`src/rtl/anton_neopixel_frame_sequencer_if.sv`:
```
// Control-register and stream-controller signals seen by the NeoPixel frame sequencer.
// The master side drives the control bits and overflow flags; the slave side is the sequencer.
interface anton_neopixel_frame_sequencer_if;
    logic        reg_ctrl_init;
    logic        reg_ctrl_run;
    logic        reg_ctrl_loop;
    logic        stream_bit_of;
    logic        stream_pixel_of;
    logic        state;
    logic        busy;
    logic        frame_done;
    logic        run_clear;
    logic [15:0] frame_count;

    modport master (
        output reg_ctrl_init, reg_ctrl_run, reg_ctrl_loop, stream_bit_of, stream_pixel_of,
        input  state, busy, frame_done, run_clear, frame_count
    );

    modport slave (
        input  reg_ctrl_init, reg_ctrl_run, reg_ctrl_loop, stream_bit_of, stream_pixel_of,
        output state, busy, frame_done, run_clear, frame_count
    );
endinterface

```
`src/rtl/anton_neopixel_frame_sequencer.sv`:
```
// Frame-level scheduler for the NeoPixel stream: transmit / latch timing, one-shot and
// loop modes, abort handling and frame counting. All outputs are registered.
module anton_neopixel_frame_sequencer #(
    parameter int RESET_CYCLES = 420
) (
    input  logic                            clk7mhz,
    input  logic                            rst,
    anton_neopixel_frame_sequencer_if.slave bus
);
    localparam int RST_BITS = $clog2(RESET_CYCLES + 1);
    localparam logic [RST_BITS-1:0] LATCH_LOAD = RST_BITS'(RESET_CYCLES - 1);
    localparam logic STATE_TRANSMIT = 1'b1;
    localparam logic STATE_RESET    = 1'b0;

    typedef enum logic [1:0] {IDLE, TRANSMIT, LATCH} fsm_t;

    fsm_t                fsm_q, fsm_d;
    logic [RST_BITS-1:0] latch_cnt_q, latch_cnt_d;
    logic                abort_q, abort_d;
    logic                rearm_q, rearm_d;
    logic [15:0]         frame_count_q, frame_count_d;
    logic                frame_done_q, frame_done_d;
    logic                run_clear_q, run_clear_d;
    logic                state_q;
    logic                busy_q;

    // Priority: init, then run falling, then frame end / loop decision.
    always_comb begin
        fsm_d         = fsm_q;
        latch_cnt_d   = latch_cnt_q;
        abort_d       = abort_q;
        rearm_d       = rearm_q;
        frame_count_d = frame_count_q;
        frame_done_d  = 1'b0;
        run_clear_d   = 1'b0;

        if (bus.reg_ctrl_init) begin
            fsm_d         = IDLE;
            latch_cnt_d   = '0;
            abort_d       = 1'b0;
            rearm_d       = 1'b0;
            frame_count_d = '0;
        end else begin
            unique case (fsm_q)
                IDLE: begin
                    // After a one-shot, run must be seen low before a new frame may start.
                    if (!bus.reg_ctrl_run) begin
                        rearm_d = 1'b0;
                    end else if (!rearm_q) begin
                        fsm_d = TRANSMIT;
                    end
                end
                TRANSMIT: begin
                    if (!bus.reg_ctrl_run) begin
                        fsm_d       = LATCH;
                        latch_cnt_d = LATCH_LOAD;
                        abort_d     = 1'b1;
                        run_clear_d = 1'b1;
                    end else if (bus.stream_bit_of && bus.stream_pixel_of) begin
                        fsm_d       = LATCH;
                        latch_cnt_d = LATCH_LOAD;
                    end
                end
                LATCH: begin
                    if (latch_cnt_q != '0) begin
                        latch_cnt_d = latch_cnt_q - RST_BITS'(1);
                    end else begin
                        frame_done_d = 1'b1;
                        abort_d      = 1'b0;
                        if (!abort_q) begin
                            frame_count_d = frame_count_q + 16'd1;
                        end
                        if (bus.reg_ctrl_loop && bus.reg_ctrl_run && !abort_q) begin
                            fsm_d = TRANSMIT;
                        end else begin
                            fsm_d = IDLE;
                            if (!bus.reg_ctrl_loop && !abort_q) begin
                                run_clear_d = 1'b1;
                                rearm_d     = 1'b1;
                            end
                        end
                    end
                end
                default: fsm_d = IDLE;
            endcase
        end
    end

    always_ff @(posedge clk7mhz or posedge rst) begin
        if (rst) begin
            fsm_q         <= IDLE;
            latch_cnt_q   <= '0;
            abort_q       <= 1'b0;
            rearm_q       <= 1'b0;
            frame_count_q <= '0;
            frame_done_q  <= 1'b0;
            run_clear_q   <= 1'b0;
            state_q       <= STATE_RESET;
            busy_q        <= 1'b0;
        end else begin
            fsm_q         <= fsm_d;
            latch_cnt_q   <= latch_cnt_d;
            abort_q       <= abort_d;
            rearm_q       <= rearm_d;
            frame_count_q <= frame_count_d;
            frame_done_q  <= frame_done_d;
            run_clear_q   <= run_clear_d;
            state_q       <= (fsm_d == TRANSMIT) ? STATE_TRANSMIT : STATE_RESET;
            busy_q        <= (fsm_d != IDLE);
        end
    end

    assign bus.state       = state_q;
    assign bus.busy        = busy_q;
    assign bus.frame_done  = frame_done_q;
    assign bus.run_clear   = run_clear_q;
    assign bus.frame_count = frame_count_q;
endmodule
```
`src/flat_wrapper.sv`:
```
// flat-port wrapper written by rule: the top's interface ports become plain ports
module anton_neopixel_frame_sequencer_flat 
#(
    parameter int RESET_CYCLES = 420
)
  (clk7mhz, rst, bus_reg_ctrl_init, bus_reg_ctrl_run, bus_reg_ctrl_loop, bus_stream_bit_of, bus_stream_pixel_of, bus_state, bus_busy, bus_frame_done, bus_run_clear, bus_frame_count);
  anton_neopixel_frame_sequencer_if bus_i ();
  input  logic clk7mhz;
  input  logic rst;
  input wire logic [$bits(bus_i.reg_ctrl_init)-1:0] bus_reg_ctrl_init;
  input wire logic [$bits(bus_i.reg_ctrl_run)-1:0] bus_reg_ctrl_run;
  input wire logic [$bits(bus_i.reg_ctrl_loop)-1:0] bus_reg_ctrl_loop;
  input wire logic [$bits(bus_i.stream_bit_of)-1:0] bus_stream_bit_of;
  input wire logic [$bits(bus_i.stream_pixel_of)-1:0] bus_stream_pixel_of;
  output wire logic [$bits(bus_i.state)-1:0] bus_state;
  output wire logic [$bits(bus_i.busy)-1:0] bus_busy;
  output wire logic [$bits(bus_i.frame_done)-1:0] bus_frame_done;
  output wire logic [$bits(bus_i.run_clear)-1:0] bus_run_clear;
  output wire logic [$bits(bus_i.frame_count)-1:0] bus_frame_count;
  assign bus_i.reg_ctrl_init = bus_reg_ctrl_init;
  assign bus_i.reg_ctrl_run = bus_reg_ctrl_run;
  assign bus_i.reg_ctrl_loop = bus_reg_ctrl_loop;
  assign bus_i.stream_bit_of = bus_stream_bit_of;
  assign bus_i.stream_pixel_of = bus_stream_pixel_of;
  assign bus_state = bus_i.state;
  assign bus_busy = bus_i.busy;
  assign bus_frame_done = bus_i.frame_done;
  assign bus_run_clear = bus_i.run_clear;
  assign bus_frame_count = bus_i.frame_count;
  anton_neopixel_frame_sequencer #(.RESET_CYCLES(RESET_CYCLES)) u_core (.clk7mhz(clk7mhz), .rst(rst), .bus(bus_i));
endmodule
```
`config.mk`:
```
export PLATFORM = sky130hd
export DESIGN_NAME = anton_neopixel_frame_sequencer_flat
export DESIGN_NICKNAME = d
export VERILOG_FILES = /design/src/rtl/anton_neopixel_frame_sequencer_if.sv /design/src/rtl/anton_neopixel_frame_sequencer.sv /design/src/flat_wrapper.sv
export SDC_FILE = /design/constraint.sdc
export NUM_CORES = 1
export LEC_CHECK = 0
export BUFFER_PORTS_ARGS = -buffer_cell sky130_fd_sc_hd__buf_4
export CORE_MARGIN = 1.5
export CORE_UTILIZATION = 57
export DETAILED_ROUTE_END_ITERATION = 6
export PLACE_DENSITY_LB_ADDON = 0.3
export SLEW_MARGIN = 30
export SYNTH_ARGS = -nofsm -noshare
export SYNTH_HDL_FRONTEND = slang
export SYNTH_SLANG_ARGS = --single-unit
```
`constraint.sdc`:
```
create_clock -name clk7mhz -period 3.3 [get_ports clk7mhz]
set_input_delay 0.66 -clock clk7mhz [delete_from_list [all_inputs] [get_ports clk7mhz]]
set_output_delay 0.66 -clock clk7mhz [all_outputs]
set_load 0.01 [all_outputs]
```
==> key figures, run 1 <==
Layout
  • Share of layout cells above drive strength 1: 17.4%
  • # diodes: 0
  • Register area: 826 um2
  • Core Util, Final: 71.5%
  • NumNets Final: 247
  • Commonest non-fill, non-tap cell in the layout: dfrtp_1
  • Multi-input logic area: 1010 um2
  • Fillers: 241
  • Area delta synth->final: 16.3%
  • Most frequent cells in the layout: 33 x dfrtp_1, 29 x buf_4, 22 x a21oi_1

STA
  • Final period utilization: 85.4%
  • Min cycle time layout: 2.82 ns
  • Final setup viols: 0
  • Worst Skew: 0.00960 ns
  • Setup slack after layout: 0.481 ns
  • Max frequency: 355 MHz
  • Fin. max-slew vios: 0
  • WHS: 0.386 ns
  • Unrepaired setup endpoints after global routing: no
  • Max_slew headroom: 58.0%
  • Hold Fails Final Rpt: 0
  • Setup TNS: 0 ns
  • Worst slew pin tran: 0.624 ns

Global routing
  • Initial antenna violation count: 0
  • Tot GR Track Use: 27.6%
  • Vias in the first global route: 1,700
  • First-pass GRT wire length: 7600 um
  • Grt ovf: 0
  • Largest net degree at the start of global routing: 34

Clock network
  • H-tree Lvls: 2
  • CTS Buffer Depth: 2
  • Num Clock Sinks: 33
  • Num CTS Buffers: 5
  • TritonCTS clock tree: done
  • Worst-path clk slew: 0.11 ns
  • Skew-Pair Late Insertion Delay: 0.35 ns
  • Post CTS Setup Buffer Count: 0
  • Clk Tree Root Cell: clkbuf_4
  • Post-CTS resize count: 0
  • Hold-fix buffers at CTS: 0

Worst setup path
  • FF-to-FF setup slack: 0.48 ns
  • CP cell instances: inv_1 -> ha_1 -> or4b_1 -> or4_4 -> or4_1 -> a21oi_1
  • Worst path slowest cell: or4_4
  • Critical Path Sink Type: flop
  • CP Class: flop to flop
  • Crit path largest cell delay: 0.67 ns
  • Worst EP required: 3.57 ns
  • Critical Path AT: 3.09 ns
  • CP max FO: 21
  • RR Startpoint: u_core.latch_cnt_q[0]
  • Worst Reg-to-Reg Cells: 6
  • Reg2reg end: u_core.bus.frame_count[14]
  • Critical Path Start Type: flop

Routing
  • Vias per cell: 6.39
  • Vias: 1,784
  • DR pass1 iterations: 4
  • Routed wire length: 4570 um
  • Drt initial violations: 127
  • Remaining antenna violation count after routing: 0
  • DR WL/cell: 16.4 um
  • Remaining routing DRC violations: 0

Yosys
  • Synth cell types: 44
  • Sequential fraction of the synthesis area: 43.0%
  • Post-Syn Nets: 222
  • Mapped Area: 1920 um2
  • Cells after Synth: 209
  • Synthesized flop and latch total: 33
  • Synth Area per Inst: 9.20 um2
  • Synth Warn #: 0

Placed design
  • DP Worst Slack: 0.546 ns
  • DP HPWL: 3130 um
  • # port buffers: 26
  • GPL Wtd Cong: 0.845

Floorplanning
  • Die area: 3730 um2
  • Die width: 61.1 um
  • Std cell rows: 20
  • Total core area: 3130 um2
  • # IOs: 27
  • Initial Util: 61.4%
  • Die Ht: 61.1 um

Job
  • Max-Cap Viols: 0

Power
  • VDD IR max: 0.000346 V
  • Leak: 0.971 nW
  • Pwr Total: 1.25 mW
  • PD cells: 559 nW/um2

Hold path
  • Hold crit path type: primary input to async pin

Run status
  • Status: completed
[logic make-up after synthesis]
kind of cell / share of synthesized area (%)
compound gates: 20.7
xor+xnor: 1.82
fa+ha+maj: 3.91
buf+inv: 4.95
flops: 43.0
mux: 2.15
simple gates: 23.5
[cell usage after synthesis (all sizes together)]
master	instances	share of area, %
or4	13	5.3
nor2b	3	0.98
or3b	1	0.46
or4b	1	0.52
nor2	12	2.3
o21ai	8	2.1
dfrtp	33	43
inv	12	2.3
nor4b	3	1.4
a41o	1	0.52
nand2b	4	1.3
and2	1	0.33
buf	1	0.59
a221oi	1	0.46
mux2	1	0.59
a311oi	1	0.46
nand4	4	1.3
or3	1	0.33
xnor2	3	1.4
nand3b	1	0.39
a2111oi	4	1.8
and3	1	0.33
xor2	1	0.46
a21bo	1	0.52
and4	2	0.91
o21a	1	0.39
clkbuf	10	2.0
a21o	2	0.78
nor4	5	1.6
a21boi	4	1.6
nand3	10	2.6
o211a	1	0.52
nor3	5	1.3
mux2i	3	1.6
o211ai	1	0.39
o221ai	1	0.46
a31oi	1	0.33
nand2	11	2.1
a211oi	1	0.39
o31ai	11	4.3
ha	6	3.9
a21oi	22	5.7
[flip-flops by register name, summed over array words and instances, names as in the netlist]
register	flops
u_core.rearm_q	1
u_core.abort_q	1
u_core.bus.frame_done	1
u_core.bus.busy	1
u_core.fsm_q	2
u_core.bus.frame_count	16
u_core.bus.run_clear	1
u_core.latch_cnt_q	9
u_core.bus.state	1
[worst max-delay path: cells and delay by family (launching register included)]
family	cells	cell delay [ns]
AND/OR/NAND/NOR	3	1.85
flip-flops	1	0.44
adder cells (fa/ha/maj)	1	0.20
AO/OA/AOI/OAI	1	0.16
buffers and inverters	1	0.09
[metrics by stage]
stage                     std cells  cell area, um2
after CTS                       279            2230
final                           279            2240
after global placement          271            2140
after floorplan                 209            1920
after global routing            279            2240
after detailed placement        271            2140
[final cells by class]
cell class	instances	area share [%]
multi-input cells	153	45.0
flip-flops and latches	33	36.9
repair buffers	29	9.74
clock buffers	7	2.46
well taps	44	2.46
inverters	12	2.01
clock inverters	1	1.34
[power by group]
group / switching (mW) / leakage (nW) / internal (mW)
Clock: 0.142 / 0.0455 / 0.181
Combinational: 0.260 / 0.472 / 0.165
Sequential: 0.0535 / 0.453 / 0.449
[how the worst max path moves through the flow]
stage | endpoint | start
5_1_grt | u_core.bus.frame_count[14] | u_core.latch_cnt_q[0]
3_5_place_dp | u_core.bus.frame_count[15] | u_core.latch_cnt_q[0]
6_report | u_core.bus.frame_count[14] | u_core.latch_cnt_q[0]
4_1_cts | u_core.bus.frame_count[14] | u_core.latch_cnt_q[0]
3_3_place_gp | u_core.bus.frame_count[15] | u_core.latch_cnt_q[0]
2_1_floorplan | u_core.bus.frame_count[15] | u_core.latch_cnt_q[0]
[routing by layer]
metal | vias to the layer above | track usage (%) | routed length [um] | part of all wire, %
li1 | 842 | - | - | -
met1 | 864 | 36.6 | 1960 | 43
met2 | 69 | 43.5 | 2270 | 50
met3 | 9 | 5.25 | 282 | 6.2
met4 | 0 | 13.7 | 61 | 1.3
met5 | - | 0 | 0 | 0
(Power assumes the default switching activity.)
==> run 2: changes to the inputs <==
RECOVER_POWER = 25   (was not set)
==> key figures, run 2 (synthesized netlist as in run 1, its figures left out) <==
Clock network
  • Skew-Pair Late Insertion Delay: 0.35 ns (about the same)
  • Worst-path clk slew: 0.11 ns (about the same)
  • Post CTS Setup Buffer Count: 0 (unchanged)
  • Clk Tree Root Cell: clkbuf_4
  • H-tree Lvls: 2 (unchanged)
  • Post-CTS resize count: 0 (unchanged)
  • Num CTS Buffers: 5 (unchanged)
  • TritonCTS clock tree: done
  • Num Clock Sinks: 33 (unchanged)
  • Hold-fix buffers at CTS: 0 (unchanged)
  • CTS Buffer Depth: 2 (unchanged)

Routing
  • DR pass1 iterations: 4 (unchanged)
  • Drt initial violations: 127 (unchanged)
  • Remaining antenna violation count after routing: 0 (unchanged)
  • Vias per cell: 6.38 (-0.28%)
  • Routed wire length: 4560 um (-0.20%)
  • Remaining routing DRC violations: 0 (unchanged)
  • Vias: 1,779 (-0.28%)
  • DR WL/cell: 16.4 um (-0.20%)

Floorplanning
  • Die Ht: 61.1 um (unchanged)
  • Die area: 3730 um2 (unchanged)
  • Std cell rows: 20 (unchanged)
  • Die width: 61.1 um (unchanged)
  • # IOs: 27 (unchanged)
  • Initial Util: 61.4% (unchanged)
  • Total core area: 3130 um2 (unchanged)

Placed design
  • Cell count after placement: 271 (unchanged)
  • # port buffers: 26 (unchanged)
  • DP HPWL: 3130 um (unchanged)
  • GPL Wtd Cong: 0.845 (unchanged)

STA
  • Final period utilization: 85.4% (about the same)
  • Unrepaired setup endpoints after global routing: no
  • Max_slew headroom: -19.0% (-77 points)
  • Setup TNS: 0 ns (unchanged)
  • Final setup viols: 0 (unchanged)
  • Max frequency: 355 MHz (about the same)
  • Worst Skew: 0.00869 ns (-0.000906 ns)
  • Min cycle time layout: 2.82 ns (-0.00269 ns)
  • Worst slew pin tran: 1.78 ns (+1.16 ns)
  • Hold Fails Final Rpt: 0 (unchanged)
  • Fin. max-slew vios: 34 (+34)
  • WHS: 0.580 ns (+0.194 ns)

Global routing
  • Tot GR Track Use: 27.6% (unchanged)
  • Grt ovf: 0 (unchanged)
  • Initial antenna violation count: 0 (unchanged)
  • First-pass GRT wire length: 7600 um (unchanged)
  • Vias in the first global route: 1,700 (unchanged)
  • Largest net degree at the start of global routing: 34 (unchanged)

Layout
  • Layout Cells excl Fill: 279 (unchanged)
  • Fillers: 240 (-0.41%)
  • NumNets Final: 247 (unchanged)
  • Area delta synth->final: 16.1%
  • Register area: 826 um2 (unchanged)
  • # diodes: 0 (unchanged)
  • Multi-input logic area: 1010 um2 (unchanged)
  • Commonest non-fill, non-tap cell in the layout: dfrtp_1
  • Share of layout cells above drive strength 1: 17.0% (-0.43 points)
  • Most frequent cells in the layout: 33 x dfrtp_1, 27 x buf_4, 22 x a21oi_1
  • Max reg flops: 16 (unchanged)

Worst setup path
  • Critical Path Sink Type: flop
  • Crit path max-delay family: simple AND/OR/NAND/NOR gates
  • CP Class: flop to flop
  • CP max FO: 21 (unchanged)
  • Worst path slowest cell: or4_4
  • CP cell instances: inv_1 -> ha_1 -> or4b_1 -> or4_4 -> or4_1 -> a21oi_1
  • Critical path launch point: u_core.latch_cnt_q[0]
  • Critical Path Start Type: flop
  • Crit path largest cell delay: 0.67 ns (about the same)
  • RR Startpoint: u_core.latch_cnt_q[0]
  • Worst EP required: 3.57 ns (about the same)
  • FF-to-FF setup slack: 0.48 ns (about the same)
  • Critical path buffer and inverter count: 1 (unchanged)
  • Critical Path AT: 3.09 ns (about the same)

Hold path
  • Hold Startpoint: u_core.bus.frame_count[12]
  • Hold crit path type: flop to flop

Power
  • PD cells: 559 nW/um2 (about the same)
  • VDD IR max: 0.000345 V (-0.31%)
  • Leak: 0.967 nW (-0.39%)

Run status
  • Failing checks: capacitance limit, slew limit
  • Status: finished, violations left

Job
  • Max-Cap Viols: 1 (+1)
==> run 2: changes by cell type in the layout (fill, tap and decap cells not counted), sizes merged <==
cell / previous run / this run
clkbuf: 7 / 9
buf: 29 / 27
==> run 2: layer usage <==
metal	wire length (um)	part of all wire, %	up-vias	global-route usage, %
met4	61	1.3	0	13.7
met3	263	5.8	9	5.25
li1	-	-	843	-
met5	0	0	-	0
met1	1970	43	863	36.6
met2	2270	50	64	43.5
==> run 2: area by class of cell <==
cell class / instances / share of cell area, %
Clock buffer: 7 / 2.47
Clock inverter: 1 / 1.35
Inverter: 12 / 2.02
Multi-Input combinational cell: 153 / 45.1
Sequential cell: 33 / 37.0
Tap cell: 44 / 2.47
Timing Repair Buffer: 29 / 9.59
==> run 2: report_power, final <==
part / switching, mW / total (mW) / internal (mW)
registers: 0.0531 / 0.502 / 0.449
logic: 0.259 / 0.424 / 0.164
clock network: 0.142 / 0.323 / 0.181
==> run 2: worst min-delay path, cell delays in order (launching register included) <==
cell and delay [ns]:
dfrtp_1 0.41, o31ai_1 0.08, a21oi_1 0.06
==> run 2: path summary, 6_finish.rpt <==
check | to | depth (start not counted)
worst min-delay path | u_core.bus.frame_count[12] | 2
worst max-delay path | u_core.bus.frame_count[14] | 6
min in group asynchronous | u_core.bus.frame_count[7] | 3
max in group asynchronous | u_core.bus.frame_count[14] | 3
worst min register to register | u_core.bus.frame_count[12] | 2
worst max register to register | u_core.bus.frame_count[14] | 6
==> run 2: stage by stage <==
step / area, um2 / power [mW] / worst slack (ns) / utilization, %
floorplan: 1920 / 0.802 / 0.754 / -
global placement: 2140 / 0.890 / 0.660 / 68.6
detailed placement: 2140 / 0.918 / 0.546 / 68.6
CTS: 2230 / 1.24 / 0.504 / 71.3
global route: 2230 / 1.33 / 0.368 / 71.4
finish: 2230 / 1.25 / 0.483 / 71.4
